--- src/rtl/cpu_controller.sv ---
// cpu_controller
//   Moore FSM that sequences a simple register-file/ALU datapath.
//   It holds a 16-bit instruction register (IR) and decodes fields from it.
//   Every output is a function of the current state and the IR only.
//
// Ports
//   clk, reset           clock; asynchronous active-high reset
//   s                    start executing the held instruction
//   load, in[15:0]       IR load enable and instruction word (honoured in WAIT only)
//   w                    ready flag, high only in WAIT
//   writenum/readnumA/B  register-file addresses
//   write, loada/b/c/s   register-file and pipeline-register enables
//   asel, bsel           operand selects (asel: Ain=0, bsel: sximm5)
//   vsel                 writeback select (00 mdata, 01 sximm8, 10 PC, 11 C)
//   shift, ALUop         shifter and ALU controls
//   sximm8, sximm5       sign-extended immediates from the IR
module cpu_controller (
  input  logic        clk,
  input  logic        reset,
  input  logic        s,
  input  logic        load,
  input  logic [15:0] in,
  output logic        w,
  output logic [2:0]  writenum,
  output logic [2:0]  readnumA,
  output logic [2:0]  readnumB,
  output logic        write,
  output logic        loada,
  output logic        loadb,
  output logic        loadc,
  output logic        loads,
  output logic        asel,
  output logic        bsel,
  output logic [1:0]  vsel,
  output logic [1:0]  shift,
  output logic [1:0]  ALUop,
  output logic [15:0] sximm8,
  output logic [15:0] sximm5
);

  typedef enum logic [2:0] {
    S_WAIT   = 3'd0,
    S_DECODE = 3'd1,
    S_WIMM   = 3'd2,
    S_RDAB   = 3'd3,
    S_EXEC   = 3'd4,
    S_WB     = 3'd5
  } state_t;

  state_t      state, state_nxt;
  logic [15:0] ir;

  logic [2:0] opcode, rn, rd, rm;
  logic [1:0] op, sh;

  assign opcode = ir[15:13];
  assign op     = ir[12:11];
  assign rn     = ir[10:8];
  assign rd     = ir[7:5];
  assign sh     = ir[4:3];
  assign rm     = ir[2:0];

  assign sximm8 = {{8{ir[7]}}, ir[7:0]};
  assign sximm5 = {{11{ir[4]}}, ir[4:0]};

  // Instruction classes
  logic is_movi, is_movr, is_alu, is_cmp;
  assign is_movi = (opcode == 3'b110) && (op == 2'b10);
  assign is_movr = (opcode == 3'b110) && (op == 2'b00);
  assign is_alu  = (opcode == 3'b101);
  assign is_cmp  = is_alu && (op == 2'b01);

  always_ff @(posedge clk or posedge reset) begin
    if (reset) begin
      state <= S_WAIT;
      ir    <= 16'h0000;
    end else begin
      state <= state_nxt;
      if (load && state == S_WAIT) ir <= in;
    end
  end

  always_comb begin
    state_nxt = state;
    w         = 1'b0;
    write     = 1'b0;
    loada     = 1'b0;
    loadb     = 1'b0;
    loadc     = 1'b0;
    loads     = 1'b0;
    asel      = 1'b0;
    bsel      = 1'b0;
    vsel      = 2'b00;
    shift     = 2'b00;
    ALUop     = 2'b00;
    writenum  = rd;
    readnumA  = rn;
    readnumB  = rm;

    case (state)
      S_WAIT: begin
        w = 1'b1;
        if (s) state_nxt = S_DECODE;
      end
      S_DECODE: begin
        if (is_movi)               state_nxt = S_WIMM;
        else if (is_movr || is_alu) state_nxt = S_RDAB;
        else                       state_nxt = S_WAIT;
      end
      S_WIMM: begin
        write     = 1'b1;
        vsel      = 2'b01;
        writenum  = rn;
        state_nxt = S_WAIT;
      end
      S_RDAB: begin
        loada     = 1'b1;
        loadb     = 1'b1;
        state_nxt = S_EXEC;
      end
      S_EXEC: begin
        shift = sh;
        if (is_movr) begin
          asel  = 1'b1;
          ALUop = 2'b00;
        end else begin
          // ALU group: op field maps straight onto ALUop (ADD/CMP/AND/MVN)
          ALUop = op;
        end
        if (is_cmp) begin
          loads     = 1'b1;
          state_nxt = S_WAIT;
        end else begin
          loadc     = 1'b1;
          state_nxt = S_WB;
        end
      end
      S_WB: begin
        write     = 1'b1;
        vsel      = 2'b11;
        writenum  = rd;
        state_nxt = S_WAIT;
      end
      default: state_nxt = S_WAIT;
    endcase
  end

endmodule

--- config.mk ---
export PLATFORM = sky130hd
export DESIGN_NAME = cpu_controller
export DESIGN_NICKNAME = d
export VERILOG_FILES = /design/src/rtl/cpu_controller.sv
export SDC_FILE = /design/constraint.sdc
export NUM_CORES = 1
export LEC_CHECK = 0
export BUFFER_PORTS_ARGS = -buffer_cell sky130_fd_sc_hd__buf_2
export CORE_ASPECT_RATIO = 1.75
export CORE_UTILIZATION = 39
export DETAILED_ROUTE_END_ITERATION = 7
export GPL_TIMING_DRIVEN = 0
export PLACE_DENSITY = 0.88
export SYNTH_ARGS = -nofsm -noshare
export SYNTH_HDL_FRONTEND = slang
export SYNTH_SLANG_ARGS = --single-unit
--- constraint.sdc ---
create_clock -name clk -period 1.5 [get_ports clk]
set_clock_uncertainty 0.05 [all_clocks]
set_input_delay 0.225 -clock clk [delete_from_list [all_inputs] [get_ports clk]]
set_output_delay 0.225 -clock clk [all_outputs]
set_load 0.02 [all_outputs]
Yosys cells after proc, flatten, opt, wreduce, memory -nomap -nowiden

Index checks and enable logic that the tools add are counted.

Equal/unequal tests: 10
Reductions and logical operators: 8
Muxes and demuxes: 19

Operator list:

| operator                                                        | count |
|---|---|
| 3-bit == test, second input constant                            | 4 |
| 3-bit case mux with 4 select lines                              | 1 |
| 2-bit 2-to-1 mux                                                | 5 |
| 1-bit 2-to-1 mux                                                | 9 |
| 3-bit 2-to-1 mux                                                | 3 |
| 3-bit by 2-bit == test with 1-bit output, second input constant | 2 |
| 1-bit logical AND                                               | 4 |
| 2-bit case mux with 2 select lines                              | 1 |
| 3-bit by 1-bit == test with 1-bit output, second input constant | 1 |
| 3-bit logical NOT                                               | 1 |
| 2-bit by 1-bit == test with 1-bit output, second input constant | 1 |
| 2-bit == test, second input constant                            | 1 |
| 2-bit logical NOT                                               | 1 |
| 2-bit inequality test, second input constant                    | 1 |
| 2-bit OR reduction                                              | 1 |
| 1-bit logical OR                                                | 1 |

Register bits: 19
Input port bits: 20
Output and inout port bits: 55

Longest topological paths before layout

Word-level depth: 6
Depth in mapped cells: 5

Worst setup path after synthesis

No wires, ideal clock.

Path kind: flip-flop to output port
Start point: register ir[13]
End point: output port asel
Setup slack: -0.374 ns
Stages on the path, launching flop included: 3
Data arrival time: 1.599 ns
Cells stage by stage: dfrtp_1 or3b_2 nor4b_1

Cells in the longest elaborated chain, start to end: 4

RTL lines:

| element                | RTL line | RTL |
|---|---|---|
| start, declared        | 51       | `logic [15:0] ir;` |
| start signal, assigned | 79       | `if (load && state == S_WAIT) ir <= in;` |
| 3-bit == test          | 69       | `assign is_movr = (opcode == 3'b110) && (op == 2'b00);` |
| 1-bit logical AND      | 69       |  |
| 1-bit 2-to-1 mux       | 123      | `if (is_movr) begin` |
| 1-bit 2-to-1 mux       | 100      | `case (state)` |
| end, declared          | 32       | `output logic asel,` |

Every way passes these cells.

Worst setup path in the final report

Start point: register state[0]
End point: output port asel

Cells in the longest elaborated chain, start to end: 2

RTL lines:

| element                | RTL line | RTL |
|---|---|---|
| start, declared        | 50       | `state_t state, state_nxt;` |
| start signal, assigned | 78       | `state <= state_nxt;` |
| 3-bit == test          | 100      |  |
| 1-bit 2-to-1 mux       | 100      |  |

Every way passes these cells.

==> flow_summary.yaml <==
setup_path:
  worstPathCellList: "or3b_4, nor4b_4, buf_4"
  r2r-start: "state[2]"
  path_max_fanout: 5
  end_kind: "output pin"
  slowest_stage: "dfrtp_2"
  r2r_end: "ir[11]"
  cp_data_required_time_ns: 1.22
  setup.worst_path.class: "reg2out"
  start_kind: "flip-flop"
  path_buf_inv: 1
  critPathMaxStageDelay_ns: 0.45
  r2r_cells: 7
  reg2reg_slack_ns: -0.26
  path_delay_family: "simple AND/OR/NAND/NOR gates"
  worstPathArrival_ns: 1.56
floorplan:
  die_h_um: 77.31
  start_util_pct: 40.66
  die_x_um: 45.03
  die_area_um2: 3481
  core_um2: 3108
  rows: 27
  num_io_pins: 75
drt:
  avgRoutedWirePerCell_um: 13.72
  drt_iter0_markers: 7
  routed_wl_um: 3376
  route.detailed.drc: 0
  dr_total_vias: 1076
  viasPerCell: 4.374
  antenna_left: 0
  drtPass1Iterations: 4
yosys:
  syn_nets: 130
  syn_area_um2: 1264
  syn_area_per_cell_um2: 11.49
  synth.distinct_cells: 27
  ys_ff_latch: 19
  synthCells: 110
  yosys_warnings: 0
  seq_area_frac_synth_pct: 37.62
power_and_ir_drop:
  power_mw: 5.299
  power_density_nw_per_um2: 2576
  p_leak_nw: 1.096
  peakVddDrop_uv: 1542
cts:
  clock_path_buffers: 2
  htree_num_levels: 1
  cts_sinks: 19
  numCtsBuffers: 3
  cts_tree: "built"
  root_buffer: "clkbuf_8"
  clk_latency_ns: 0.26
  cts_hold_buf: 0
  path_clk_slew_ns: 0.07
global_route:
  grt_pass1_wl_um: 4988
  overflow: 0
  grt_max_degree: 20
  grt_pass1_vias: 1065
  antenna_found_initial: 0
  grt_usage_pct: 19.51
placed_design:
  dp_hpwl_um: 2195
  pre_cts_ws_ns: -0.4107
  port_buffers: 73
  place_inst: 226
  place_congestion: 0.7531
timing:
  setup_viol: 30
  finalCriticalPeriod_ns: 1.830
  rsz0062_at_grt: "yes"
  slew_viol_final: 0
  tightest_slew_ns: 0.7567
  layout_setup_ws_ns: -0.3305
  finalCritPeriodShare_pct: 122.0
  relSlewSlack_pct: 49.50
  fmax_mhz: 546.3
  finalHoldViolCount: 0
status:
  outcome: "finished, violations left"
  violations: "negative setup slack"
layout:
  post_route_cells_drive_above_1_share_pct: 87.68
  final-instance-count-excl-fill: 246
  fin_util_pct: 66.18
  num_antenna_cells: 0
  fin_nets: 224
  syn_to_final_growth_pct: 62.77
min_path:
  hp-class: "in2async"
run:
  cap_violations: 0
kinds of logic (layout without fill, tap and decap cells):
family,after synthesis,after routing,synth area share (%)
muxes,19,19,19.90
and+or+nand+nor,23,23,12.38
other,1,1,0.2967
buffers and inverters,44,137,27.43
AOI/OAI and AO/OA,4,4,2.376
DFF,19,19,37.62
power by group:
part / switching [mW] / leakage (nW) / total (mW) / internal, mW
sequential: 0.334 / 0.221 / 1.11 / 0.775
combinational: 1.72 / 0.852 / 3.83 / 2.11
clock: 0.171 / 0.0228 / 0.360 / 0.189
total: 2.23 / 1.10 / 5.30 / 3.07
registers in the layout, summed over array words and instances (netlist names):
signal  count
state       3
ir         16
Yosys cell counts:
master	instances	share of area, %
buf_4	41	24
dfrtp_1	19	38
mux2_4	10	12
mux2_2	9	8.0
and2_1	4	2.0
nor2b_1	3	1.5
nor2_1	2	0.59
nor3b_1	2	1.2
or2_2	2	0.99
a21boi_0	1	0.59
a221o_2	1	0.89
a31oi_1	1	0.50
and2_2	1	0.59
and2_4	1	0.69
and3b_2	1	0.79
buf_12	1	1.6
buf_8	1	1.2
conb_1	1	0.30
inv_1	1	0.30
nand2_1	1	0.30
nand2b_1	1	0.50
nand3_1	1	0.40
nor3_2	1	0.79
nor4b_1	1	0.69
o21ai_0	1	0.40
or3b_1	1	0.69
or3b_2	1	0.69
through the flow:
| step | cell area, um^2 | setup TNS, ns | hold slack (ns) |
|---|---|---|---|
| final | 2057 | -6.624 | 0.04713 |
| after global routing | 2057 | -8.359 | 0.1007 |
| after CTS | 1962 | -5.549 | 0.05776 |
| after detailed placement | 1705 | -3.062 | 0.3351 |
| after global placement | 1705 | -3.047 | 0.3159 |
| after floorplan | 1286 | -2.161 | 0.1261 |
worst max-delay path by stage:
| stage | startpoint | end | slack [ns] | cells past startpoint |
|---|---|---|---|---|
| CTS | state[0] | asel | -0.32 | 3 |
| global placement | state[2] | writenum[2] | -0.42 | 3 |
| floorplan | state[1] | ir[0] | -0.15 | 5 |
| global route | state[0] | asel | -0.38 | 3 |
| finish | state[0] | asel | -0.33 | 3 |
| detailed placement | state[2] | writenum[2] | -0.41 | 3 |
layout by cell type, fill, tap and decap left out, types with 2 or more instances in the layout:
cell type	instances
and2_4	5
buf_4	53
mux2_2	8
nor2_4	2
dfrtp_1	15
dfrtp_2	4
clkbuf_8	3
nor2b_1	2
mux2_4	11
buf_6	17
or3b_4	2
buf_2	60
nor3b_4	2
layer usage:
metal  part of all wire [%]  wire, um  track usage [%]
met2                     59      1991            35.65
met4                    1.9        64            10.00
met5                      0         0                0
met3                    4.9       167            2.588
met1                     34      1153            19.91
repair_timing:
item | in CTS | in global routing
buffers inserted | 14 | 3
pin swaps | 4 | 7
gates cloned | 1 | 0
endpoints found under the setup margin | 25 | 44
resized for setup | 29 | 27
layout make-up:
type / count / area, um^2
clock buffer: 4 / 45.04
timing repair buffer: 91 / 620.6
sequential: 19 / 480.5
fill: 243 / 1051
tap: 43 / 53.80
multi-input combinational: 47 / 541.8
buffer: 41 / 311.5
inverter: 1 / 3.754
No activity file was read; power rests on OpenSTA's default activity.
